`config.mk`:
```
export PLATFORM = sky130hd
export DESIGN_NAME = regfile_wb_arbiter
export DESIGN_NICKNAME = d
export VERILOG_FILES = /design/src/rtl/regfile_pkg.sv /design/src/rtl/regfile_wb_arbiter_rr_arbiter.sv /design/src/rtl/regfile_wb_arbiter.sv
export SDC_FILE = /design/constraint.sdc
export NUM_CORES = 1
export LEC_CHECK = 0
export ABC_AREA = 1
export CAP_MARGIN = 20
export CELL_PAD_IN_SITES_DETAIL_PLACEMENT = 0
export CELL_PAD_IN_SITES_GLOBAL_PLACEMENT = 2
export CORE_MARGIN = 2
export CORE_UTILIZATION = 26
export DETAILED_ROUTE_END_ITERATION = 16
export PLACE_DENSITY = 0.87
export SYNTH_ARGS = -nofsm -noshare
export SYNTH_HDL_FRONTEND = slang
export SYNTH_SLANG_ARGS = --single-unit
```
`constraint.sdc`:
```
create_clock -name clk -period 2.9 [get_ports clk]
set_input_delay 0.58 -clock clk [delete_from_list [all_inputs] [get_ports clk]]
set_output_delay 0.58 -clock clk [all_outputs]
set_load 0.01 [all_outputs]
```
`src/rtl/regfile_pkg.sv`:
```
// Shared constants and types for the register-file writeback path.
//   XLEN      : datapath width
//   AW        : register address width
//   NREG      : number of architectural registers (2**AW)
//   reg_idx_t : register index type
package regfile_pkg;

  localparam int unsigned XLEN = 32;
  localparam int unsigned AW   = 5;
  localparam int unsigned NREG = 32;

  typedef logic [AW-1:0] reg_idx_t;

endpackage

```
`src/rtl/regfile_wb_arbiter_rr_arbiter.sv`:
```
// Combinational round-robin arbiter.
// Grants the first requester at or after ptr, wrapping modulo N.
//   req   in  N   request vector
//   ptr   in  IW  index with highest priority this cycle (must be < N)
//   grant out N   one-hot grant, zero when no request
//   idx   out IW  encoded index of the granted requester
//   any   out 1   at least one request granted
module rr_arbiter #(
  parameter int unsigned N  = 2,
  parameter int unsigned IW = (N > 1) ? $clog2(N) : 1
) (
  input  logic [N-1:0]  req,
  input  logic [IW-1:0] ptr,
  output logic [N-1:0]  grant,
  output logic [IW-1:0] idx,
  output logic          any
);

  int unsigned j;

  always_comb begin
    grant = '0;
    idx   = '0;
    any   = 1'b0;
    j     = 0;
    for (int unsigned k = 0; k < N; k++) begin
      j = 32'(ptr) + k;
      // ptr < N and k < N, so a single subtraction implements the wrap.
      if (j >= N) begin
        j = j - N;
      end
      if (!any && req[j]) begin
        any      = 1'b1;
        grant[j] = 1'b1;
        idx      = IW'(j);
      end
    end
  end

endmodule

```
`src/rtl/regfile_wb_arbiter.sv`:
```
// Round-robin arbiter sharing the register-file write port among NREQ
// writeback requesters, with a pending-write scoreboard for RAW hazards.
//   clk, reset   clock / asynchronous active-low reset
//   req_valid    per-requester write pending
//   req_rd       per-requester destination register (AW bits each)
//   req_data     per-requester write data (XLEN bits each)
//   req_ready    one-hot grant; a transfer happens on valid & ready
//   alloc_valid  mark alloc_rd as having a pending write
//   alloc_rd     register being allocated
//   rs1, rs2     source registers to hazard-check
//   rs1_busy     busy[rs1] from current state
//   rs2_busy     busy[rs2] from current state
//   rf_we        registered regfile write enable
//   rf_rd        registered regfile write address
//   rf_wdata     registered regfile write data
module regfile_wb_arbiter
  import regfile_pkg::*;
#(
  parameter int unsigned NREQ = 2,
  parameter int unsigned XLEN = regfile_pkg::XLEN,
  parameter int unsigned AW   = regfile_pkg::AW
) (
  input  logic                 clk,
  input  logic                 reset,
  input  logic [NREQ-1:0]      req_valid,
  input  logic [NREQ*AW-1:0]   req_rd,
  input  logic [NREQ*XLEN-1:0] req_data,
  output logic [NREQ-1:0]      req_ready,
  input  logic                 alloc_valid,
  input  logic [AW-1:0]        alloc_rd,
  input  logic [AW-1:0]        rs1,
  input  logic [AW-1:0]        rs2,
  output logic                 rs1_busy,
  output logic                 rs2_busy,
  output logic                 rf_we,
  output logic [AW-1:0]        rf_rd,
  output logic [XLEN-1:0]      rf_wdata
);

  localparam int unsigned IW = (NREQ > 1) ? $clog2(NREQ) : 1;

  logic [IW-1:0]   ptr_q, ptr_d;
  logic [NREG-1:0] busy_q, busy_d;
  logic            rf_we_q, rf_we_d;
  logic [AW-1:0]   rf_rd_q, rf_rd_d;
  logic [XLEN-1:0] rf_wdata_q, rf_wdata_d;

  logic [NREQ-1:0] grant;
  logic [IW-1:0]   gnt_idx;
  logic            gnt_any;
  logic            accept;
  logic [AW-1:0]   gnt_rd;
  logic [XLEN-1:0] gnt_data;

  rr_arbiter #(
    .N  (NREQ),
    .IW (IW)
  ) u_rr_arbiter (
    .req   (req_valid),
    .ptr   (ptr_q),
    .grant (grant),
    .idx   (gnt_idx),
    .any   (gnt_any)
  );

  // No grants are presented while reset is held.
  assign req_ready = reset ? grant : '0;
  assign accept    = reset & gnt_any;

  assign gnt_rd   = req_rd[32'(gnt_idx)*AW +: AW];
  assign gnt_data = req_data[32'(gnt_idx)*XLEN +: XLEN];

  always_comb begin
    ptr_d      = ptr_q;
    busy_d     = busy_q;
    rf_we_d    = 1'b0;
    rf_rd_d    = rf_rd_q;
    rf_wdata_d = rf_wdata_q;

    if (accept) begin
      ptr_d      = (gnt_idx == IW'(NREQ - 1)) ? '0 : gnt_idx + IW'(1);
      // Writes to x0 are consumed but never reach the regfile.
      rf_we_d    = (gnt_rd != '0);
      rf_rd_d    = gnt_rd;
      rf_wdata_d = gnt_data;
      busy_d[gnt_rd] = 1'b0;
    end

    // Applied after the clear so a same-register allocate wins.
    if (alloc_valid && (alloc_rd != '0)) begin
      busy_d[alloc_rd] = 1'b1;
    end

    busy_d[0] = 1'b0;
  end

  always_ff @(posedge clk or negedge reset) begin
    if (!reset) begin
      ptr_q      <= '0;
      busy_q     <= '0;
      rf_we_q    <= 1'b0;
      rf_rd_q    <= '0;
      rf_wdata_q <= '0;
    end else begin
      ptr_q      <= ptr_d;
      busy_q     <= busy_d;
      rf_we_q    <= rf_we_d;
      rf_rd_q    <= rf_rd_d;
      rf_wdata_q <= rf_wdata_d;
    end
  end

  assign rs1_busy = busy_q[rs1];
  assign rs2_busy = busy_q[rs2];
  assign rf_we    = rf_we_q;
  assign rf_rd    = rf_rd_q;
  assign rf_wdata = rf_wdata_q;

endmodule
```
==> results.json, run 1 <==
{
  "critPathTopFamily": "buffers and inverters",
  "worstPathRequired_ns": 2.32,
  "final.min_clock_period_ns": 2.82,
  "synthToLayoutAreaGrowth_pct": 48.0,
  "fin_nets": 816,
  "p_comb_share_pct": 27.2,
  "firstDrtPassIters": 5,
  "grt_max_degree": 71,
  "cts.htree.levels": 3,
  "synthDistinctLibCells": 21,
  "netlist.area_leader.share_pct": 43.8,
  "finalHoldViolations": 0,
  "worstPathMaxFanout": 8,
  "gr-total-overflow": 0,
  "ys_warn_count": 0,
  "syn_area_per_cell_um2": 6.80,
  "clkTransAtPathRegs_ns": 0.05,
  "die_w_um": 128,
  "crit_path_start_kind": "primary input",
  "report.final.slew_viol_count": 0,
  "fin_skew_ns": 0.00347,
  "clock_power_share_pct": 33.7,
  "num_rows": 45,
  "period_share_pct": 97.1,
  "tritoncts": "done",
  "pwr-share-seq_pct": 39.1,
  "die_height_um": 128,
  "synthTopCellsByArea": "dfrtp_1, nand2_1, nand3_1, o21ai_1, nor2_1",
  "drtIter0Drc": 229,
  "synth_seq_cells": 70,
  "ff2ff_setup_slack_ns": 1.02,
  "start_util_pct": 26.5,
  "worst_slew_pin_slew_ns": 0.922,
  "yosysTopAreaCell": "dfrtp_1",
  "p_switching_mw": 1.08,
  "dp_hpwl_um": 10000,
  "syn_inst": 588,
  "grt_use_met3_pct": 6.09,
  "path_cells": "clkdlybuf4s50_1 > buf_6 > nand3_1 > nand3_2 > nand3_1 > nand2_1 > nand2_1 > nand2_1 > clkdlybuf4s50_1",
  "vias": 4197,
  "vdd_drop_max_mv": 0.241,
  "critical_path_class": "in -> out",
  "outcome": "completed",
  "top_usage_layer": "met2",
  "critPathMaxStageDelay_ns": 0.52,
  "wl_per_cell_um": 14.6,
  "postRouteAntennaNets": 0,
  "drc_errors": 0,
  "grt_pass1_wl_um": 21800,
  "clk_path_buf_depth": 2,
  "gp_congestion": 0.813,
  "slew_headroom_pct": 38.5,
  "cts_setup_buffers": 0,
  "path_buf_inv": 3,
  "grt_pass1_vias": 4353,
  "boundaryPins": 136,
  "max-cap-violations": 0,
  "worst_path_most_repeated_cell": "nand2_1",
  "leakage_nw": 2.72,
  "cts_buffers": 9,
  "met1_usage_pct": 20.8,
  "io_buffers": 135,
  "antenna_found_initial": 0,
  "ctsHoldBuffers": 0,
  "power.total_mw": 3.51,
  "setup_slack_ns": 0.0845,
  "drive_above_1_share_pct": 7.98,
  "worstSkewPairLatency_ns": 0.33,
  "pre_cts_ws_ns": -0.0641,
  "mostFrequentLayoutCell": "nand2_1",
  "die_area_mm2": 0.0164,
  "worst_ep_arrival_time_ns": 2.24,
  "synth.cell_area_mm2": 0.00400,
  "pwr_density_cell_mw_per_mm2": 593,
  "via_per_inst": 4.59,
  "wl_um": 13400,
  "grt.met2_usage_pct": 27.7,
  "slowest_stage": "clkdlybuf4s50_1",
  "min_path_type": "in -> async",
  "p_sw_share_pct": 30.8,
  "fmax_mhz": 355,
  "grt_usage_pct": 16.8,
  "diodes": 0,
  "core_area_mm2": 0.0151,
  "setup_viol": 0,
  "p_int_mw": 2.43,
  "ys_seq_area_share_pct": 43.8,
  "mostFrequentLayoutCells": "nand2_1, clkdlybuf4s50_1, dfrtp_1, nand3_1, o21ai_1",
  "syn_nets": 682,
  "root_buffer": "clkbuf_16",
  "cts_num_sinks": 70,
  "end_kind": "output port"
}
## path summary, 6_finish.rpt
check                      startpoint         to  depth (start not counted)
max in group asynchronous       reset  busy_q[3]                          2
max                            rs1[1]   rs1_busy                          9
min reg2reg                  rf_rd[0]   rf_rd[0]                          2
min                             reset   rf_rd[0]                          2
min in group clk             rf_rd[0]   rf_rd[0]                          2
max reg2reg                     ptr_q  busy_q[6]                          8
## layer usage
| layer | share of wire [%] | up-vias |
|---|---|---|
| met5 | 0 | - |
| met4 | 1.1 | 0 |
| met3 | 8.7 | 12 |
| met2 | 46 | 139 |
| met1 | 44 | 1919 |
| li1 | - | 2127 |
## through the flow
stage	setup TNS, ns	area (um^2)	utilization (%)	hold WS, ns	cells
2_1_floorplan	0	4000	-	0.284	588
3_3_place_gp	-0.126	5580	37.0	0.467	899
3_5_place_dp	-0.121	5580	37.0	0.470	899
4_1_cts	0	5900	39.1	0.484	915
5_1_grt	-0.00889	5920	39.2	0.518	915
6_report	0	5920	39.2	0.451	915
## final cells by class
type | count | area (um^2)
sequential | 70 | 1750
fill | 1611 | 9170
inverter | 33 | 129
clock inverter | 3 | 67.6
timing repair buffer | 146 | 1460
tap | 188 | 235
clock buffer | 13 | 250
multi-input combinational | 462 | 2020
## cells in the mapped netlist, drive strengths merged
cell type	count
and2	1
nand3	52
nor3	10
clkbuf	12
buf	11
a21oi	1
nor2	53
inv	33
nand3b	1
dfrtp	70
nand2	275
o21ai	69
## power by group through the flow
stage | Clock, mW | Sequential, mW | Combinational (mW)
6_report | 1.18 | 1.37 | 0.955
3_3_place_gp | 0 | 1.38 | 0.958
2_1_floorplan | 0 | 1.36 | 0.471
5_1_grt | 1.25 | 1.40 | 1.08
4_1_cts | 1.21 | 1.37 | 0.966
3_5_place_dp | 0 | 1.38 | 0.962
## what timing repair did
action                                  CTS  global route
gates cloned                              0             0
endpoints found under the setup margin    2             2
resized for setup                         4             6
## logic make-up (layout without fill, tap and decap cells)
family | after synthesis | count (layout) | share of synthesized area (%)
AO/OA/AOI/OAI | 70 | 70 | 9.04
buffers and inverters | 56 | 195 | 5.82
flip-flops | 70 | 70 | 43.8
AND/OR/NAND/NOR | 392 | 392 | 41.3
## flip-flops by register name (all words and copies together), names as in the netlist
register	flops
rf_wdata	32
busy_q	31
rf_rd	5
ptr_q	1
rf_we	1
(Power assumes the default switching activity.)
==> inputs of run 2 (changes only) <==
- TNS_END_PERCENT: default -> 10
==> results.json, run 2 (synthesis results as in run 1) <==
{
  "outcome": "completed",
  "final.min_clock_period_ns": 2.82,
  "pre_cts_ws_ns": -0.0641,
  "dpl.cell_count": 899,
  "pwr_density_cell_mw_per_mm2": 593,
  "final_util_pct": 39.2,
  "largest_reg_flops": 32,
  "stdcell_area_mm2": 0.00592,
  "placed_area_mm2": 0.00558,
  "slew_headroom_pct": 38.5,
  "report.final.slew_viol_count": 0,
  "drc_errors": 0,
  "fin_cells": 915,
  "tritoncts": "done",
  "met1_usage_pct": 20.8,
  "fmax_mhz": 355,
  "postRouteAntennaNets": 0,
  "firstDrtPassIters": 5,
  "cts_setup_buffers": 0,
  "cts_num_sinks": 70,
  "die_area_mm2": 0.0164,
  "drive_above_1_share_pct": 7.98,
  "worst_path_most_repeated_cell": "nand2_1",
  "min_path_type": "in -> async",
  "worst_slew_pin_slew_ns": 0.922,
  "max-cap-violations": 0,
  "fin_tns_setup_ns": 0,
  "vdd_drop_max_mv": 0.241,
  "clk_path_buf_depth": 2,
  "root_buffer": "clkbuf_16",
  "boundaryPins": 136,
  "num_rows": 45,
  "ff2ff_setup_slack_ns": 1.02,
  "core_area_mm2": 0.0151,
  "fin_skew_ns": 0.00347,
  "dp_hpwl_um": 10000,
  "grt_usage_pct": 16.8,
  "reg2reg_from": "ptr_q",
  "grt_use_met3_pct": 6.09,
  "critPathMaxStageDelay_ns": 0.52,
  "mostFrequentLayoutCell": "nand2_1",
  "clkTransAtPathRegs_ns": 0.05,
  "mostFrequentLayoutCells": "nand2_1, clkdlybuf4s50_1, dfrtp_1, nand3_1, o21ai_1",
  "vias": 4196,
  "fin_hold_ws_ns": 0.451,
  "synthToLayoutAreaGrowth_pct": 48.1,
  "worstPathMaxFanout": 8,
  "critical_path_class": "in -> out",
  "leakage_nw": 2.73,
  "die_w_um": 128,
  "fin_nets": 816,
  "top_usage_layer": "met2",
  "drtIter0Drc": 229,
  "antenna_found_initial": 0,
  "critPathTopFamily": "buffers and inverters",
  "startpoint": "rs1[1]",
  "crit_path_start_kind": "primary input",
  "finalHoldViolations": 0,
  "io_buffers": 135,
  "grt_max_degree": 71,
  "setup_slack_ns": 0.0844,
  "path_buf_inv": 3,
  "wl_um": 13400,
  "cts.htree.levels": 3,
  "gr-total-overflow": 0,
  "period_share_pct": 97.1,
  "grt_pass1_wl_um": 21800,
  "diodes": 0,
  "grt_pass1_vias": 4359,
  "grt.met2_usage_pct": 27.7,
  "die_height_um": 128,
  "cts_buffers": 9,
  "worst_ep_arrival_time_ns": 2.24,
  "wl_per_cell_um": 14.6,
  "via_per_inst": 4.59,
  "worstSkewPairLatency_ns": 0.33,
  "start_util_pct": 26.5,
  "r2r-end": "busy_q[26]",
  "setup_viol": 0,
  "path_cells": "clkdlybuf4s50_1 > buf_6 > nand3_1 > nand3_2 > nand3_1 > nand2_1 > nand2_1 > nand2_1 > clkdlybuf4s50_1",
  "gp_congestion": 0.813,
  "worstRegToRegCells": 8,
  "worstPathRequired_ns": 2.32,
  "power.total_mw": 3.51,
  "end_kind": "output port",
  "ctsHoldBuffers": 0,
  "slowest_stage": "clkdlybuf4s50_1"
}
[run 2: changes by cell type in the layout (fill, tap and decap cells not counted), sizes merged]
cell	before	now
dlygate4sd2	2	1
dlymetal6s2s	2	3
[run 2: layer usage]
| layer | vias up | part of all wire, % |
|---|---|---|
| met3 | 12 | 8.7 |
| met2 | 139 | 46 |
| li1 | 2127 | - |
| met5 | - | 0 |
| met1 | 1918 | 44 |
| met4 | 0 | 1.1 |
[run 2: final cells by class]
type | count | area (um^2)
well taps | 188 | 235
multi-input cells | 462 | 2020
clock buffers | 13 | 250
inverters | 33 | 129
clock inverters | 3 | 67.6
flip-flops and latches | 70 | 1750
repair buffers | 146 | 1460
fillers | 1611 | 9170
[run 2: worst max-delay path by stage]
stage | end | slack, ns | cells past startpoint
CTS | rs1_busy | -0.06 | 11
detailed placement | rs2_busy | -0.06 | 11
finish | rs1_busy | 0.08 | 9
global placement | rs2_busy | -0.07 | 11
floorplan | rs1_busy | 0.89 | 11
global route | rs1_busy | -0.009 | 9
[run 2: repair_timing]
action                     4_1_cts  5_1_grt
gates resized for setup          2        8
setup endpoints to repair        2        2
pin swaps                        0        0
[run 2: power breakdown]
part / internal [mW] / leakage [nW] / switching [mW]
combinational: 0.461 / 1.74 / 0.494
clock: 0.777 / 0.150 / 0.405
sequential: 1.19 / 0.839 / 0.183
total: 2.43 / 2.73 / 1.08
==> inputs of run 3 (changes only) <==
- CELL_PAD_IN_SITES_DETAIL_PLACEMENT: 0 -> default
- CELL_PAD_IN_SITES_GLOBAL_PLACEMENT: 2 -> default
- CORE_UTILIZATION: 26 -> 50
- PLACE_DENSITY: 0.87 -> 0.88
- clock period: 2.9 -> 3.6 ns (I/O delays scaled with it)
==> results.json, run 3 (synthesis results as in run 1) <==
{
  "outcome": "completed",
  "largest_reg_flops": 32,
  "report.final.slew_viol_count": 0,
  "worstSkewPairLatency_ns": 0.35,
  "p_sw_share_pct": 32.4,
  "cts.htree.levels": 3,
  "firstDrtPassIters": 5,
  "end_kind": "output port",
  "crit_path_start_kind": "primary input",
  "pwr-share-seq_pct": 40.4,
  "setup_viol": 0,
  "leakage_nw": 2.66,
  "worst_slew_pin_slew_ns": 0.983,
  "grt_max_degree": 71,
  "synthToLayoutAreaGrowth_pct": 42.6,
  "core_area_mm2": 0.00773,
  "start_util_pct": 51.7,
  "fin_nets": 814,
  "drtIter0Drc": 324,
  "worstPathRequired_ns": 2.88,
  "dp_hpwl_um": 9590,
  "worst_ep_arrival_time_ns": 2.47,
  "fin_cells": 827,
  "mostFrequentLayoutCells": "nand2_1, clkdlybuf4s50_1, dfrtp_1, nand3_1, o21ai_1",
  "antenna_found_initial": 0,
  "die_area_mm2": 0.00873,
  "via_per_inst": 5.27,
  "boundaryPins": 136,
  "setup_slack_ns": 0.415,
  "die_height_um": 93.4,
  "cts_resized": 0,
  "pwr_density_cell_mw_per_mm2": 482,
  "gp_congestion": 0.939,
  "cts_buffers": 9,
  "p_comb_share_pct": 28.4,
  "grt_usage_pct": 31.2,
  "clkTransAtPathRegs_ns": 0.08,
  "fmax_mhz": 314,
  "num_rows": 32,
  "root_buffer": "clkbuf_8",
  "clock_power_share_pct": 31.2,
  "worst_path_most_repeated_cell": "nand2_1",
  "wl_um": 12900,
  "clk_path_buf_depth": 2,
  "tritoncts": "done",
  "path_cells": "clkdlybuf4s50_1 > buf_4 > nand2_1 > nand3_1 > nand3_1 > nand2_1 > nand2_1 > nand2_1 > nand2_1 > nand2_1 > clkdlybuf4s50_1",
  "reg2reg_from": "ptr_q",
  "critical_path_class": "in -> out",
  "p_int_mw": 1.86,
  "power.total_mw": 2.75,
  "min_path_type": "reg -> reg",
  "startpoint": "rs2[0]",
  "drc_errors": 0,
  "max-cap-violations": 0,
  "mostFrequentLayoutCell": "nand2_1",
  "postRouteAntennaNets": 0,
  "fin_hold_ws_ns": 0.486,
  "wl_per_cell_um": 15.6,
  "io_buffers": 135,
  "cts_num_sinks": 70,
  "diodes": 0,
  "final.min_clock_period_ns": 3.19,
  "gr-total-overflow": 0,
  "fin_tns_setup_ns": 0,
  "slowest_stage": "clkdlybuf4s50_1",
  "dpl.cell_count": 811,
  "fill_cells": 591,
  "cts_setup_buffers": 0,
  "vias": 4361,
  "drive_above_1_share_pct": 7.72,
  "grt_pass1_vias": 4320,
  "hp-start": "rf_wdata[2]",
  "fin_skew_ns": 0.00484,
  "slew_headroom_pct": 34.0,
  "grt_pass1_wl_um": 21100,
  "placed_area_mm2": 0.00544,
  "worstPathMaxFanout": 16,
  "die_w_um": 93.4,
  "period_share_pct": 88.5,
  "rsz0062_at_grt": "no",
  "vdd_drop_max_mv": 0.369,
  "path_buf_inv": 3,
  "finalHoldViolations": 0,
  "critPathMaxStageDelay_ns": 0.53,
  "p_switching_uw": 889,
  "ctsHoldBuffers": 0,
  "critPathTopFamily": "buffers and inverters",
  "pre_cts_ws_ns": 0.413,
  "final_util_pct": 73.8,
  "stdcell_area_mm2": 0.00570
}
[run 3: path summary, 6_finish.rpt]
path / cells past startpoint / slack, ns / to
max reg2reg: 9 / 1.65 / busy_q[6]
min in group asynchronous: 2 / 0.59 / rf_wdata[27]
max: 11 / 0.41 / rs2_busy
min reg2reg: 2 / 0.49 / rf_wdata[2]
max in group asynchronous: 2 / 2.46 / busy_q[12]
min: 2 / 0.49 / rf_wdata[2]
[run 3: layout make-up]
cell class	instances	area, um^2	share of cell area, %
clock inverters	7	145	2.54
repair buffers	144	1410	24.8
flip-flops and latches	70	1750	30.7
multi-input cells	462	2020	35.4
inverters	33	124	2.17
well taps	102	128	2.24
clock buffers	9	124	2.17
[run 3: metal layers]
layer  GRT usage, %  up-vias  routed length (um)
met2           52.2      170                6370
met3           8.38       27                 891
met1           39.1     2032                5280
met5              0        -                   0
met4           10.4        0                 322
li1               -     2132                   -
[run 3: worst min-delay path: stages, from the launching register on]
cell and delay [ns]:
dfrtp_1 0.35, nand2_1 0.05, o21ai_0 0.06
[run 3: power by group through the flow]
| stage | Clock [mW] | Sequential, mW | Combinational, mW |
|---|---|---|---|
| 6_report | 0.857 | 1.11 | 0.780 |
| 5_1_grt | 0.894 | 1.13 | 0.868 |
| 4_1_cts | 0.857 | 1.10 | 0.781 |
| 3_5_place_dp | 0 | 1.12 | 0.772 |
| 3_3_place_gp | 0 | 1.11 | 0.757 |
| 2_1_floorplan | 0 | 1.09 | 0.380 |
